$ cat src/rtl/pipe_pkg.sv
// Shared types and constants for the decode-side hazard controller:
// FSM encoding, forwarding select codes and the scoreboard slot layout.
package pipe_pkg;

   localparam int NREG_DEF  = 16;
   localparam int REG_IDX_W = $clog2(NREG_DEF);

   typedef logic [REG_IDX_W-1:0] reg_idx_t;

   typedef enum logic [1:0] {
      ST_RUN      = 2'd0,
      ST_LU_STALL = 2'd1,
      ST_FLUSH    = 2'd2,
      ST_MEM_WAIT = 2'd3
   } hz_state_t;

   // One-hot operand source selects; bit 3 is reserved and always 0.
   localparam logic [3:0] FWD_NONE = 4'b0000;
   localparam logic [3:0] FWD_EX   = 4'b0001;
   localparam logic [3:0] FWD_MEM  = 4'b0010;
   localparam logic [3:0] FWD_WB   = 4'b0100;

   typedef struct packed {
      logic     valid;
      reg_idx_t rd;
      logic     we;
      logic     is_load;
   } sb_slot_t;

   localparam sb_slot_t SLOT_EMPTY = '0;

   // A slot produces a source operand only for a real decode instruction that
   // actually reads that source.
   function automatic logic slot_match(sb_slot_t s, reg_idx_t src, logic use_src,
                                       logic id_valid);
      return s.valid & s.we & (s.rd == src) & use_src & id_valid;
   endfunction

endpackage

$ cat src/rtl/pipeline_hazard_ctrl_if.sv
// Decode-side bundle between the pipeline datapath (master) and the hazard
// controller (slave). There is no valid/ready handshake here: id_valid only
// qualifies the decode fields in the same cycle, and every enable/select the
// controller returns is combinational and valid in that same cycle.
interface pipeline_hazard_ctrl_if;
   import pipe_pkg::*;

   logic       id_valid;
   reg_idx_t   id_ra;
   reg_idx_t   id_rb;
   logic       id_use_a;
   logic       id_use_b;
   reg_idx_t   id_rd;
   logic       id_reg_write;
   logic       id_mem_read;
   logic       ex_branch_taken;
   logic       mem_busy;

   logic       pc_en;
   logic       fd_en;
   logic       fd_flush;
   logic       de_en;
   logic       de_bubble;
   logic [3:0] fwd_a_sel;
   logic [3:0] fwd_b_sel;
   logic [1:0] hazard_state;

   modport master (
      output id_valid, id_ra, id_rb, id_use_a, id_use_b, id_rd,
             id_reg_write, id_mem_read, ex_branch_taken, mem_busy,
      input  pc_en, fd_en, fd_flush, de_en, de_bubble,
             fwd_a_sel, fwd_b_sel, hazard_state
   );

   modport slave (
      input  id_valid, id_ra, id_rb, id_use_a, id_use_b, id_rd,
             id_reg_write, id_mem_read, ex_branch_taken, mem_busy,
      output pc_en, fd_en, fd_flush, de_en, de_bubble,
             fwd_a_sel, fwd_b_sel, hazard_state
   );

endinterface

$ cat src/rtl/pipe_scoreboard.sv
// Three-slot record of in-flight register writes (EX, MEM, WB) with the
// operand match, forwarding priority and load-use detection.
module pipe_scoreboard
   import pipe_pkg::*;
(
   input  logic       clk,
   input  logic       rst_n,
   input  logic       advance,
   input  sb_slot_t   push,
   input  logic       id_valid,
   input  reg_idx_t   id_ra,
   input  reg_idx_t   id_rb,
   input  logic       id_use_a,
   input  logic       id_use_b,
   output logic [3:0] fwd_a_sel,
   output logic [3:0] fwd_b_sel,
   output logic       load_use
);

   sb_slot_t ex_q, mem_q, wb_q;
   logic     hit_ex_a, hit_mem_a, hit_wb_a;
   logic     hit_ex_b, hit_mem_b, hit_wb_b;

   // Once an instruction reaches WB its load flag has no consumer.
   logic     unused_wb_load;
   assign unused_wb_load = wb_q.is_load;

   // Youngest producer wins; a load still in EX has no result to forward.
   function automatic logic [3:0] pick(logic ex_hit, logic ex_load,
                                       logic mem_hit, logic wb_hit);
      if (ex_hit && !ex_load) return FWD_EX;
      else if (mem_hit)       return FWD_MEM;
      else if (wb_hit)        return FWD_WB;
      else                    return FWD_NONE;
   endfunction

   // Shift the slots forward only when the decode/execute latch loads.
   always_ff @(posedge clk or negedge rst_n) begin
      if (!rst_n) begin
         ex_q  <= SLOT_EMPTY;
         mem_q <= SLOT_EMPTY;
         wb_q  <= SLOT_EMPTY;
      end else if (advance) begin
         ex_q  <= push;
         mem_q <= ex_q;
         wb_q  <= mem_q;
      end
   end

   // Match both sources against the pre-advance slots.
   always_comb begin
      hit_ex_a  = slot_match(ex_q,  id_ra, id_use_a, id_valid);
      hit_mem_a = slot_match(mem_q, id_ra, id_use_a, id_valid);
      hit_wb_a  = slot_match(wb_q,  id_ra, id_use_a, id_valid);
      hit_ex_b  = slot_match(ex_q,  id_rb, id_use_b, id_valid);
      hit_mem_b = slot_match(mem_q, id_rb, id_use_b, id_valid);
      hit_wb_b  = slot_match(wb_q,  id_rb, id_use_b, id_valid);
      fwd_a_sel = pick(hit_ex_a, ex_q.is_load, hit_mem_a, hit_wb_a);
      fwd_b_sel = pick(hit_ex_b, ex_q.is_load, hit_mem_b, hit_wb_b);
      load_use  = ex_q.is_load & (hit_ex_a | hit_ex_b);
   end

endmodule

$ cat src/rtl/pipeline_hazard_ctrl.sv
// Hazard sequencer beside decode: owns every latch enable in the core and
// the forwarding selects that travel with each instruction into execute.
module pipeline_hazard_ctrl
   import pipe_pkg::*;
#(
   parameter int BR_PENALTY = 1,
   parameter int NREG       = 16
) (
   input  logic                  clk,
   input  logic                  rst_n,
   pipeline_hazard_ctrl_if.slave bus
);

   if ($clog2(NREG) != REG_IDX_W || BR_PENALTY < 0 || BR_PENALTY > 3) begin : g_param_check
      $error("pipeline_hazard_ctrl: unsupported NREG or BR_PENALTY");
   end

   localparam logic [1:0] PENALTY = 2'(BR_PENALTY);

   hz_state_t  state_q, state_d;
   hz_state_t  saved_q, saved_d;
   hz_state_t  eff_state;
   logic [1:0] cnt_q, cnt_d;
   logic       pc_en, fd_en, fd_flush, de_en, de_bubble;
   logic       load_use;
   logic       push_valid;
   sb_slot_t   push;

   // Squashed decode instructions enter EX as empty slots.
   always_comb begin
      push_valid = bus.id_valid & ~de_bubble;
      push = '{valid:   push_valid,
               rd:      bus.id_rd,
               we:      push_valid & bus.id_reg_write,
               is_load: push_valid & bus.id_mem_read};
   end

   pipe_scoreboard u_sb (
      .clk       (clk),
      .rst_n     (rst_n),
      .advance   (de_en),
      .push      (push),
      .id_valid  (bus.id_valid),
      .id_ra     (bus.id_ra),
      .id_rb     (bus.id_rb),
      .id_use_a  (bus.id_use_a),
      .id_use_b  (bus.id_use_b),
      .fwd_a_sel (bus.fwd_a_sel),
      .fwd_b_sel (bus.fwd_b_sel),
      .load_use  (load_use)
   );

   // State, state saved across a memory wait, and flush down-counter.
   always_ff @(posedge clk or negedge rst_n) begin
      if (!rst_n) begin
         state_q <= ST_RUN;
         saved_q <= ST_RUN;
         cnt_q   <= 2'd0;
      end else begin
         state_q <= state_d;
         saved_q <= saved_d;
         cnt_q   <= cnt_d;
      end
   end

   // Next state and enables; mem_busy beats a taken branch beats load-use.
   always_comb begin
      state_d   = state_q;
      saved_d   = saved_q;
      cnt_d     = cnt_q;
      pc_en     = 1'b0;
      fd_en     = 1'b0;
      fd_flush  = 1'b0;
      de_en     = 1'b0;
      de_bubble = 1'b0;
      // A finished memory wait re-runs the state it interrupted.
      eff_state = (state_q == ST_MEM_WAIT) ? saved_q : state_q;
      if (!rst_n) begin
         state_d = ST_RUN;
      end else if (bus.mem_busy) begin
         state_d = ST_MEM_WAIT;
         saved_d = eff_state;
      end else if (bus.ex_branch_taken) begin
         pc_en     = 1'b1;
         fd_en     = 1'b1;
         fd_flush  = 1'b1;
         de_en     = 1'b1;
         de_bubble = 1'b1;
         cnt_d     = PENALTY;
         state_d   = (BR_PENALTY > 0) ? ST_FLUSH : ST_RUN;
      end else begin
         case (eff_state)
            ST_FLUSH: begin
               pc_en     = 1'b1;
               fd_en     = 1'b1;
               fd_flush  = 1'b1;
               de_en     = 1'b1;
               de_bubble = 1'b1;
               if (cnt_q <= 2'd1) begin
                  cnt_d   = 2'd0;
                  state_d = ST_RUN;
               end else begin
                  cnt_d   = cnt_q - 2'd1;
                  state_d = ST_FLUSH;
               end
            end
            ST_RUN: begin
               if (load_use) begin
                  de_en     = 1'b1;
                  de_bubble = 1'b1;
                  state_d   = ST_LU_STALL;
               end else begin
                  pc_en   = 1'b1;
                  fd_en   = 1'b1;
                  de_en   = 1'b1;
                  state_d = ST_RUN;
               end
            end
            default: begin
               // LU_STALL: the load sits in MEM now, so the consumer advances.
               pc_en   = 1'b1;
               fd_en   = 1'b1;
               de_en   = 1'b1;
               state_d = ST_RUN;
            end
         endcase
      end
   end

   assign bus.pc_en        = pc_en;
   assign bus.fd_en        = fd_en;
   assign bus.fd_flush     = fd_flush;
   assign bus.de_en        = de_en;
   assign bus.de_bubble    = de_bubble;
   assign bus.hazard_state = state_q;

endmodule

$ cat src/flat_wrapper.sv
// flat-port wrapper written by rule: the top's interface ports become plain ports
module pipeline_hazard_ctrl_flat import pipe_pkg::*;
#(
   parameter int BR_PENALTY = 1,
   parameter int NREG       = 16
)
  (clk, rst_n, bus_id_valid, bus_id_ra, bus_id_rb, bus_id_use_a, bus_id_use_b, bus_id_rd, bus_id_reg_write, bus_id_mem_read, bus_ex_branch_taken, bus_mem_busy, bus_pc_en, bus_fd_en, bus_fd_flush, bus_de_en, bus_de_bubble, bus_fwd_a_sel, bus_fwd_b_sel, bus_hazard_state);
  pipeline_hazard_ctrl_if bus_i ();
  input  logic clk;
  input  logic rst_n;
  input wire logic [$bits(bus_i.id_valid)-1:0] bus_id_valid;
  input wire logic [$bits(bus_i.id_ra)-1:0] bus_id_ra;
  input wire logic [$bits(bus_i.id_rb)-1:0] bus_id_rb;
  input wire logic [$bits(bus_i.id_use_a)-1:0] bus_id_use_a;
  input wire logic [$bits(bus_i.id_use_b)-1:0] bus_id_use_b;
  input wire logic [$bits(bus_i.id_rd)-1:0] bus_id_rd;
  input wire logic [$bits(bus_i.id_reg_write)-1:0] bus_id_reg_write;
  input wire logic [$bits(bus_i.id_mem_read)-1:0] bus_id_mem_read;
  input wire logic [$bits(bus_i.ex_branch_taken)-1:0] bus_ex_branch_taken;
  input wire logic [$bits(bus_i.mem_busy)-1:0] bus_mem_busy;
  output wire logic [$bits(bus_i.pc_en)-1:0] bus_pc_en;
  output wire logic [$bits(bus_i.fd_en)-1:0] bus_fd_en;
  output wire logic [$bits(bus_i.fd_flush)-1:0] bus_fd_flush;
  output wire logic [$bits(bus_i.de_en)-1:0] bus_de_en;
  output wire logic [$bits(bus_i.de_bubble)-1:0] bus_de_bubble;
  output wire logic [$bits(bus_i.fwd_a_sel)-1:0] bus_fwd_a_sel;
  output wire logic [$bits(bus_i.fwd_b_sel)-1:0] bus_fwd_b_sel;
  output wire logic [$bits(bus_i.hazard_state)-1:0] bus_hazard_state;
  assign bus_i.id_valid = bus_id_valid;
  assign bus_i.id_ra = bus_id_ra;
  assign bus_i.id_rb = bus_id_rb;
  assign bus_i.id_use_a = bus_id_use_a;
  assign bus_i.id_use_b = bus_id_use_b;
  assign bus_i.id_rd = bus_id_rd;
  assign bus_i.id_reg_write = bus_id_reg_write;
  assign bus_i.id_mem_read = bus_id_mem_read;
  assign bus_i.ex_branch_taken = bus_ex_branch_taken;
  assign bus_i.mem_busy = bus_mem_busy;
  assign bus_pc_en = bus_i.pc_en;
  assign bus_fd_en = bus_i.fd_en;
  assign bus_fd_flush = bus_i.fd_flush;
  assign bus_de_en = bus_i.de_en;
  assign bus_de_bubble = bus_i.de_bubble;
  assign bus_fwd_a_sel = bus_i.fwd_a_sel;
  assign bus_fwd_b_sel = bus_i.fwd_b_sel;
  assign bus_hazard_state = bus_i.hazard_state;
  pipeline_hazard_ctrl #(.BR_PENALTY(BR_PENALTY), .NREG(NREG)) u_core (.clk(clk), .rst_n(rst_n), .bus(bus_i));
endmodule
$ cat config.mk
export PLATFORM = sky130hd
export DESIGN_NAME = pipeline_hazard_ctrl_flat
export DESIGN_NICKNAME = d
export VERILOG_FILES = /design/src/rtl/pipe_pkg.sv /design/src/rtl/pipeline_hazard_ctrl_if.sv /design/src/rtl/pipe_scoreboard.sv /design/src/rtl/pipeline_hazard_ctrl.sv /design/src/flat_wrapper.sv
export SDC_FILE = /design/constraint.sdc
export NUM_CORES = 1
export LEC_CHECK = 0
export BUFFER_PORTS_ARGS = -buffer_cell sky130_fd_sc_hd__buf_2
export CORE_ASPECT_RATIO = 1.4
export CORE_MARGIN = 3
export CORE_UTILIZATION = 50
export DETAILED_ROUTE_END_ITERATION = 8
export HOLD_SLACK_MARGIN = 0.03
export PLACE_DENSITY_LB_ADDON = 0.1
export SLEW_MARGIN = 20
export SYNTH_ARGS = -nofsm -noshare
export SYNTH_HDL_FRONTEND = slang
export SYNTH_SLANG_ARGS = --single-unit
$ cat constraint.sdc
create_clock -name clk -period 3.12 [get_ports clk]
set_input_delay 0.936 -clock clk [delete_from_list [all_inputs] [get_ports clk]]
set_output_delay 0.936 -clock clk [all_outputs]
set_load 0.02 [all_outputs]
==> impl_metrics.tcl, run 1 <==
set metrics [dict create \
    total_core_area_sq_um 2670 \
    timing.setup.critical_path_class "input port to output pin" \
    die-width_um 51.2 \
    portBuffers 33 \
    antennaDiodeCount 0 \
    number_of_clock_sinks 25 \
    grt_pass1_vias 1221 \
    postSynthAreaPerCell_sq_um 8.48 \
    detailedRoute.firstPassIterationCount 4 \
    setup.worst_path.start_class "input port" \
    hold_path.class "flop to flop" \
    setup_slack_after_layout_ps 104 \
    numCtsBuffers 3 \
    total_leakage_power_uw 0.000843 \
    ctsHtreeMaxLevel 1 \
    drt_drc_violations_left 0 \
    endpoints_failing_hold 0 \
    net-switching-power_uw 231 \
    worst-endpoint-required_ps 2180 \
    cell_count_after_synthesis 169 \
    areaGrowthSynthToFinish_pct 16.4 \
    layout_min_cycle_time_ps 3020 \
    setup_viol 0 \
    post_synth_instance_area_sq_um 1430 \
    period_share 0.967 \
    clock_tree_from_tritoncts "done" \
    cell_internal_pwr_uw 491 \
    postSynthRegisterBits 25 \
    timing.critical_path.arrival_ps 2080 \
    via_to_cell_ratio 5.20 \
    grt_pass1_wl_um 5420 \
    layout.cells.most_common "nand2_1" \
    grt.total_usage 0.194 \
    grt_start_max_net_pins 29 \
    cts-resized-gates 0 \
    finalSetupTns_ps 0 \
    post_drt_wl_per_cell_um 12.8 \
    total_number_of_vias 1253 \
    final-max-slew-violation-count 0 \
    final_layout_size_suffix_gt1_frac 0.234 \
    cts.repair_timing.setup_buffer_count 0 \
    ir_worst_vdd_mv 0.281 \
    layout.cells.most_common_list "nand2_1 (54), buf_2 (33), dfrtp_1 (25)" \
    grt_antenna_before_repair 0 \
    synth.distinct_cells 29 \
    clockBufferDepth 2 \
    source_to_sink_clock_delay_at_the_later_pin_of_the_worst_skew_pair_ps 320 \
    die_height_um 69.3 \
    antenna_violating_nets_post_route 0 \
    placed_cells_incl_taps 237 \
    r2r_cell_count 5 \
    share_of_the_yosys_chip_area_belonging_to_registers 0.437 \
    gpl.final_weighted_congestion 0.895 \
    setup_repair_after_global_routing_missed_its_margin "false" \
    share_of_power_burned_in_the_clock_network 0.200 \
    die_area_sq_um 3550 \
    number_of_drc_violations_after_detailed_routing_iteration_0 27 \
    ctsHoldBuffers 0 \
    type_of_element_capturing_the_critical_path "output pin" \
    max_cap_viol_count 0 \
    ys.warnings.count 0 \
    pwr_density_nw_per_um2 433 \
    post_route_clock_skew_ps 5.33 \
    power.combinational.fraction 0.229 \
    floorplan.io_pins 36 \
    instances_no_fill 241 \
    achievable-frequency_mhz 332 \
    crit_fanout 4 \
    globalRouteOverflowTotal 0 \
    wirelength_um 3080 \
    timing.hold.worst_path_depth 2 \
    cts.clk_slew.worst_paths_ps 130 \
    fillerInstances 270 \
    pwr-share-seq 0.570 \
    initial_utilization 0.537 \
    power_total_uw 722 \
    cts.root.buffer_cell "clkbuf_4" \
    finish.net_count 227 \
    run_status "finished, final reports clean" \
    placement_rows 22 \
    setup_slack_at_placement_ps 105 \
    netSwitchingFraction 0.320 \
    half_perimeter_wire_length_after_detailed_placement_um 2470 \
]
[worst max-delay path: stages]
cell	delay, ps
buf_2	130
xor2_1	160
nor2_1	100
nand4_1	210
a21oi_2	240
o31a_1	150
buf_2	150
[power groups by stage]
stage / Sequential, uW / Clock, uW / Combinational, uW
floorplan: 409 / 0 / 115
global placement: 417 / 0 / 161
detailed placement: 419 / 0 / 167
CTS: 412 / 148 / 168
global route: 420 / 162 / 188
finish: 412 / 145 / 165
[final timing paths]
check                                             end  slack (ps)           startpoint
hold reg to reg                   u_core.u_sb.wb_q[1]         530  u_core.u_sb.wb_q[1]
min in group asynchronous         u_core.u_sb.wb_q[6]         630                rst_n
max in group asynchronous         u_core.u_sb.ex_q[2]        2230                rst_n
setup reg to reg           u_core.bus.hazard_state[0]        1700  u_core.u_sb.ex_q[3]
setup / recovery                        bus_de_bubble         100         bus_id_ra[0]
hold / removal                    u_core.u_sb.wb_q[1]         530  u_core.u_sb.wb_q[1]
[state kept, by name, summed over array words and instances (netlist names)]
signal,flops
u_core.u_sb.mem_q,6
u_core.saved_q,2
u_core.cnt_q,2
u_core.u_sb.ex_q,7
u_core.u_sb.wb_q,6
u_core.bus.hazard_state,2
[Yosys cell counts]
cell / n / share of area
nand2_1: 54 / 0.14
dfrtp_1: 25 / 0.44
xnor2_1: 18 / 0.11
nor2_1: 15 / 0.039
nand4_1: 10 / 0.044
xor2_1: 6 / 0.037
nor3_1: 5 / 0.017
o21ai_0: 4 / 0.014
buf_4: 3 / 0.016
clkbuf_1: 3 / 0.0079
inv_1: 3 / 0.0079
nand3_1: 3 / 0.010
nor2b_1: 3 / 0.013
nand2b_1: 2 / 0.0087
a211oi_1: 1 / 0.0052
a211oi_2: 1 / 0.0087
a21boi_0: 1 / 0.0052
a21boi_2: 1 / 0.0079
a21oi_1: 1 / 0.0035
a21oi_2: 1 / 0.0061
buf_2: 1 / 0.0035
buf_6: 1 / 0.0079
conb_1: 1 / 0.0026
mux2i_1: 1 / 0.0070
nand4_2: 1 / 0.0087
nand4_4: 1 / 0.015
nor2_2: 1 / 0.0044
o21a_1: 1 / 0.0052
o31a_1: 1 / 0.0061
[cell type report]
cell class,instances,area (sq um),share of cell area
clock buffer,4,26.3,0.0158
inverter,3,11.3,0.00675
multi-input combinational,134,749,0.449
sequential,25,626,0.375
tap,36,45.0,0.0270
timing repair buffer,39,210,0.126
[per-stage QoR]
step	util	instance area [sq um]	hold WS (ps)
after global placement	0.615	1640	490
after floorplan	-	1440	468
after CTS	0.625	1670	527
after detailed placement	0.615	1640	493
final	0.625	1670	529
after global routing	0.625	1670	576
[cells by family (layout without fill, tap and decap cells)]
logic type	Yosys count	count (layout)	share of synthesized area
xor+xnor	24	24	0.147
other cells	1	2	0.00262
flops	25	25	0.437
mux	1	1	0.00699
buf+inv	11	46	0.0428
compound gates	12	12	0.0620
simple gates	95	95	0.302
[routing by layer]
metal	global-route usage	vias to the layer above	share of wire
li1	-	618	-
met1	0.249	590	0.43
met2	0.320	37	0.50
met3	0.0215	8	0.050
met4	0.0904	0	0.028
met5	0	-	0
No activity file was read; power rests on OpenSTA's default activity.
==> run 2: changes to the inputs <==
- CORE_MARGIN: 3 -> 10
- SYNTH_HIERARCHICAL: unset -> 1
==> run 2 against run 1 <==
  * The flow now finishes with violations (setup timing)
  * Largest power group unchanged
  * Via count decreased by 3.5%
  * Cell area up 22%
  * Total power rose by 32%
  * Combinational power rose by 78%
==> impl_metrics.tcl, run 2 <==
set metrics [dict create \
    synth_compound_gate_area_share 0.0747 \
    layout_min_cycle_time_ps 3150 \
    worstReg2RegStart "u_core/u_sb/ex_q[2]" \
    total_number_of_vias 1209 \
    total_leakage_power_uw 0.000940 \
    cts.root.buffer_cell "clkbuf_8" \
    grt_pass1_wl_um 6310 \
    pwr_density_nw_per_um2 471 \
    via_to_cell_ratio 5.40 \
    violated_checks "setup timing" \
    grt_antenna_before_repair 0 \
    worst_r2r_setup_slack_ps 1110 \
    layout.cells.most_common_list "buf_2 (26), dfrtp_1 (25), buf_4 (23)" \
    post_synth_instance_area_sq_um 1510 \
    fillerInstances 215 \
    max_cap_viol_count 0 \
    final_layout_size_suffix_gt1_frac 0.535 \
    postSynthAreaPerCell_sq_um 11.2 \
    gpl.final_weighted_congestion 0.850 \
    antennaDiodeCount 0 \
    largest_register_ffs 7 \
    ir_worst_vdd_mv 0.349 \
    clock_tree_from_tritoncts "done" \
    post_drt_wl_per_cell_um 16.6 \
    layout.cells.most_common "buf_2" \
    crit_fanout 2 \
    ys_top_cells_by_area "dfrtp_1 (41%), mux2_2 (14%), xnor2_1 (12%)" \
    initial_utilization 0.524 \
    synth_largest_area_cell "dfrtp_1" \
    antenna_violating_nets_post_route 0 \
    setup_viol 1 \
    globalRouteOverflowTotal 0 \
    synthMostInstantiatedCell "dfrtp_1" \
    drt_drc_violations_left 0 \
    finish.net_count 209 \
    final-max-slew-violation-count 0 \
    cts.clk_slew.worst_paths_ps 80 \
    power_total_uw 956 \
    synth_simple_gate_area_frac 0.183 \
    synth_adder_area_share 0 \
    source_to_sink_clock_delay_at_the_later_pin_of_the_worst_skew_pair_ps 260 \
    cell_count_after_synthesis 135 \
    synthFlopType "dfrtp_1" \
    ctsHoldBuffers 0 \
    postSynthRegisterBits 25 \
    clockBufferDepth 2 \
    largest_register "u_core/u_sb/ex_q" \
    ys_async_sr_fraction 1.00 \
    timing.setup.critical_path_class "input port to output pin" \
    share_of_the_yosys_chip_area_belonging_to_registers 0.415 \
    finalSetupTns_ps -26.3 \
    grt_pass1_vias 1352 \
    number_of_clock_sinks 25 \
    floorplan.io_pins 36 \
    run_status "finished, violations left" \
    detailedRoute.firstPassIterationCount 6 \
    post_synth_mux_area_share 0.149 \
    r2r_cell_count 9 \
    setup_repair_after_global_routing_missed_its_margin "true" \
    crit_path_start "bus_id_rb[0]" \
    achievable-frequency_mhz 318 \
    die-width_um 66.4 \
    portBuffers 33 \
    ctsHtreeMaxLevel 1 \
    dominant_combinational_cell_family_by_area_after_synthesis "simple AND/OR/NAND/NOR gates" \
    grt.total_usage 0.138 \
    timing.critical_path.arrival_ps 2210 \
    worst-endpoint-required_ps 2180 \
    timing.rr.end "u_core/u_sb/ex_q[1]" \
    post_route_clock_skew_ps 1.20 \
    synth_xor_xnor_area_share 0.139 \
    synth-edff-count 0 \
    endpoints_failing_hold 0 \
    top_regs "u_core/u_sb/ex_q (7), u_core/u_sb/mem_q (6), u_core/u_sb/wb_q (6)" \
    ys.warnings.count 6 \
    number_of_drc_violations_after_detailed_routing_iteration_0 39 \
    die_area_sq_um 5640 \
    wirelength_um 3720 \
    synth.cells.most_frequent "dfrtp_1 (25), xnor2_1 (20), mux2_2 (19), nor2_1 (8)" \
    grt_start_max_net_pins 29 \
    total_core_area_sq_um 2880 \
    timing.hold.worst_path_depth 1 \
    setup_slack_after_layout_ps -26.3 \
    setup.worst_path.end "bus_de_bubble" \
    period_share 1.01 \
    type_of_element_capturing_the_critical_path "output pin" \
    numCtsBuffers 3 \
    die_height_um 85.0 \
    placement_rows 23 \
    hold_path.class "flop to flop" \
    areaGrowthSynthToFinish_pct 34.5 \
    setup.worst_path.start_class "input port" \
    synth.distinct_cells 34 \
    synth_top_area_frac 0.415 \
    half_perimeter_wire_length_after_detailed_placement_um 2890 \
]
[run 2: area by class of cell]
type	count	area (sq um)	share of cell area
repair buffers	53	352	0.173
flip-flops and latches	25	626	0.308
clock buffers	3	41.3	0.0204
multi-input cells	101	943	0.465
clock inverters	1	5.00	0.00247
well taps	37	46.3	0.0228
inverters	4	15.0	0.00740
[run 2: routing by layer]
metal	part of all wire	vias up	track usage
li1	-	581	-
met1	0.38	592	0.158
met2	0.55	30	0.243
met3	0.057	6	0.0355
met4	0.015	0	0.0344
met5	0	-	0
[run 2: metrics by stage]
step	cell area, sq um	setup slack, ps	hold WS (ps)	util	instances
CTS	1900	2.33	554	0.660	221
global route	2030	-89.4	590	0.705	224
detailed placement	1810	-113	528	0.629	217
floorplan	1510	30.5	489	-	136
finish	2030	-26.3	549	0.705	224
global placement	1810	-102	524	0.629	217
[run 2: report_power, final]
| group | internal, uW | total (uW) | switching [uW] | leakage [uW] |
|---|---|---|---|---|
| combinational | 172 | 294 | 122 | 0.000609 |
| sequential | 388 | 472 | 84.8 | 0.000305 |
| clock | 89.2 | 190 | 100 | 0.0000255 |
| total | 648 | 956 | 307 | 0.000940 |
[run 2: worst max-delay path, stage by stage]
cell and delay (ps):
buf_2 120, xnor2_2 180, nand3_2 110, nor2_1 120, o2111a_1 220, inv_2 40
a211oi_2 200, or2_1 150, buf_6 120
[run 2: cells by family (layout without fill, tap and decap cells)]
| family | Yosys count | after routing |
|---|---|---|
| and+or+nand+nor | 43 | 43 |
| muxes | 20 | 20 |
| buffers and inverters | 10 | 61 |
| AOI/OAI and AO/OA | 12 | 12 |
| other | 1 | 2 |
| DFF | 25 | 25 |
| xor gates and xnor gates | 24 | 24 |
[run 2: worst min path at each step]
| stage | slack [ps] | startpoint | end |
|---|---|---|---|
| 3_5_place_dp | 530 | u_core/saved_q[0] | u_core/saved_q[0] |
| 6_report | 550 | u_core/saved_q[0] | u_core/saved_q[0] |
| 2_1_floorplan | 490 | u_core/saved_q[0] | u_core/saved_q[0] |
| 3_3_place_gp | 520 | u_core/u_sb/wb_q[6] | u_core/u_sb/wb_q[6] |
| 5_1_grt | 590 | u_core/u_sb/wb_q[6] | u_core/u_sb/wb_q[6] |
| 4_1_cts | 550 | u_core/cnt_q[0] | u_core/cnt_q[0] |
[run 2: timing repair]
action,CTS,global route
endpoints found under the hold margin,0,0
gates resized for setup,9,21
setup endpoints to repair,3,3
buffers inserted,0,3
pin swaps,5,12
==> run 3: changes to the inputs <==
- clock period: 3.12 -> 3.7 ns (I/O delays scaled with it)
==> run 3 against run 2 <==
  * Largest power group unchanged
  * Die area unchanged
  * The run now ends clean
  * Register-to-register slack gained 650 ps
  * Final cell count fell by 6.3%
  * Sequential share of layout area increased by 4.3 points
  * Clock power shrank 19%
  * First-iteration DRC count decreased by 46%
  * Global-route usage down 1.6 points
  * Combinational power is 30% lower
  * Sequential power shrank 17%
  * Critical path depth unchanged
==> impl_metrics.tcl, run 3 (synthesis gave the netlist of run 2 again) <==
set metrics [dict create \
    placement_rows 23 \
    post_drt_wl_per_cell_um 15.3 \
    total_number_of_vias 1106 \
    ctsHtreeMaxLevel 1 \
    globalRouteOverflowTotal 0 \
    route.met2.wl_um 1690 \
    grt.total_usage 0.122 \
    grt_start_max_net_pins 29 \
    wirelength_um 3220 \
    antennaDiodeCount 0 \
    gpl.final_weighted_congestion 0.846 \
    m1WireLength_um 1250 \
    hold_path.class "flop to flop" \
    clockBufferDepth 2 \
    endpoints_failing_hold 0 \
    cp_slowest_stage_delay_ps 230 \
    period_share 0.959 \
    setup.worst_path.start_class "input port" \
    via_to_cell_ratio 5.27 \
    finalSetupTns_ps 0 \
    ir_worst_vdd_mv 0.270 \
    worstReg2RegStart "u_core/u_sb/ex_q[3]" \
    finish.net_count 195 \
    worst_r2r_setup_slack_ps 1760 \
    layout.cells.most_common "buf_2" \
    cpLargestDelayFamily "compound AO/OA/AOI/OAI gates" \
    final_layout_size_suffix_gt1_frac 0.410 \
    crit_fanout 3 \
    grt_pass1_vias 1257 \
    top_regs "u_core/u_sb/ex_q (7), u_core/u_sb/mem_q (6), u_core/u_sb/wb_q (6)" \
    critical_path_buf_inv_count 3 \
    timing.setup.critical_path_class "input port to output pin" \
    achievable-frequency_mhz 282 \
    portBuffers 33 \
    half_perimeter_wire_length_after_detailed_placement_um 2660 \
    timing.rr.end "u_core/u_sb/ex_q[1]" \
    r2r_cell_count 9 \
    detailedRoute.firstPassIterationCount 3 \
    number_of_clock_sinks 25 \
    die-width_um 66.4 \
    final-max-slew-violation-count 0 \
    fillerInstances 265 \
    setup_slack_at_placement_ps 54.7 \
    largest_register "u_core/u_sb/ex_q" \
    die_area_sq_um 5640 \
    uppermost_layer_routed "met4" \
    number_of_drc_violations_after_detailed_routing_iteration_0 21 \
    holdCritStartpoint "u_core/cnt_q[0]" \
    timing.hold.worst_endpoint "u_core/cnt_q[0]" \
    grt_antenna_before_repair 0 \
    timing.critical_path.arrival_ps 2440 \
    timing.hold.worst_path_depth 2 \
    post_route_clock_skew_ps 4.36 \
    cp_cell_sequence "buf_2 -> xnor2_1 -> nand3_1 -> nor2_1 -> o2111a_1 -> inv_1 -> a211oi_2 -> or2_1 -> buf_2" \
    run_status "finished, final reports clean" \
    worst-endpoint-required_ps 2590 \
    layout_min_cycle_time_ps 3550 \
    grt_pass1_wl_um 5580 \
    total_core_area_sq_um 2880 \
    cts.root.buffer_cell "clkbuf_8" \
    clock_tree_from_tritoncts "done" \
    layout.cells.most_common_list "buf_2 (33), dfrtp_1 (25), xnor2_1 (20)" \
    max_cap_viol_count 0 \
    setup_slack_after_layout_ps 150 \
    antenna_violating_nets_post_route 0 \
    total_leakage_power_uw 0.000809 \
    cts.clk_slew.worst_paths_ps 80 \
    setup_repair_after_global_routing_missed_its_margin "false" \
    initial_utilization 0.524 \
    timing.critical_path.mode_cell "buf_2" \
    floorplan.io_pins 36 \
    areaGrowthSynthToFinish_pct 18.0 \
    numCtsBuffers 3 \
    drt_drc_violations_left 0 \
    type_of_element_capturing_the_critical_path "output pin" \
    pwr_density_nw_per_um2 421 \
    largest_register_ffs 7 \
    cp_slowest_cell "o2111a_1" \
    setup_viol 0 \
    source_to_sink_clock_delay_at_the_later_pin_of_the_worst_skew_pair_ps 260 \
    die_height_um 85.0 \
    dr_wl_met3_um 250 \
]
==> run 3: cell count changes in the layout (fill, tap and decap cells not counted), moves of 3 or more <==
cell     previous run  this run
buf_6               3         0
xnor2_2             6         0
xnor2_1            12        20
buf_2              26        33
nand3_2             4         0
nand3_1             2         6
buf_4              23         6
==> run 3: layout make-up <==
type	count	area [sq um]	share of cell area
multi-input cells	101	836	0.470
inverters	4	15.0	0.00844
clock buffers	3	41.3	0.0232
clock inverters	1	5.00	0.00281
flip-flops and latches	25	626	0.352
repair buffers	39	210	0.118
well taps	37	46.3	0.0260
==> run 3: report_power, final <==
| part | internal, uW | leakage (uW) | total, uW | switching [uW] |
|---|---|---|---|---|
| Sequential | 327 | 0.000305 | 390 | 63.0 |
| Clock | 75.0 | 0.0000255 | 154 | 79.1 |
| Combinational | 115 | 0.000479 | 205 | 90.0 |
==> run 3: worst max-delay path by stage <==
stage | from | to | slack, ps | depth (start not counted)
floorplan | bus_id_ra[2] | bus_pc_en | 260 | 7
global placement | bus_id_ra[0] | bus_de_bubble | 110 | 9
detailed placement | bus_id_ra[0] | bus_de_bubble | 50 | 9
CTS | bus_id_ra[0] | bus_de_bubble | 40 | 9
global route | bus_id_ra[0] | bus_de_bubble | 40 | 9
finish | bus_id_ra[0] | bus_de_bubble | 150 | 9
==> run 3: worst register-to-register path, cell delays in order (launching register included) <==
cell	delay, ps
dfrtp_1	430
xnor2_1	190
nand3_1	170
nor2_1	130
o2111a_1	200
inv_1	60
a211oi_2	170
buf_4	150
nor3_1	40
mux2_2	280
==> run 3: timing repair <==
action                                  4_1_cts  5_1_grt
setup buffers                                 0        0
endpoints found under the setup margin        0        1
hold buffers                                  0        0
resized for setup                             0        1
==> run 3: layer usage <==
layer / vias up / global-route usage
met5: - / 0
met2: 24 / 0.224
met3: 2 / 0.0447
li1: 546 / -
met4: 0 / 0.0402
met1: 534 / 0.119
==> run 3: metrics by stage <==
step | utilization | total power (uW) | hold WS (ps) | cells | area (sq um)
after floorplan | - | 533 | 489 | 136 | 1510
after global placement | 0.600 | 594 | 519 | 206 | 1730
after detailed placement | 0.600 | 601 | 524 | 206 | 1730
after CTS | 0.617 | 759 | 545 | 210 | 1770
after global routing | 0.618 | 801 | 582 | 210 | 1780
final | 0.618 | 749 | 540 | 210 | 1780
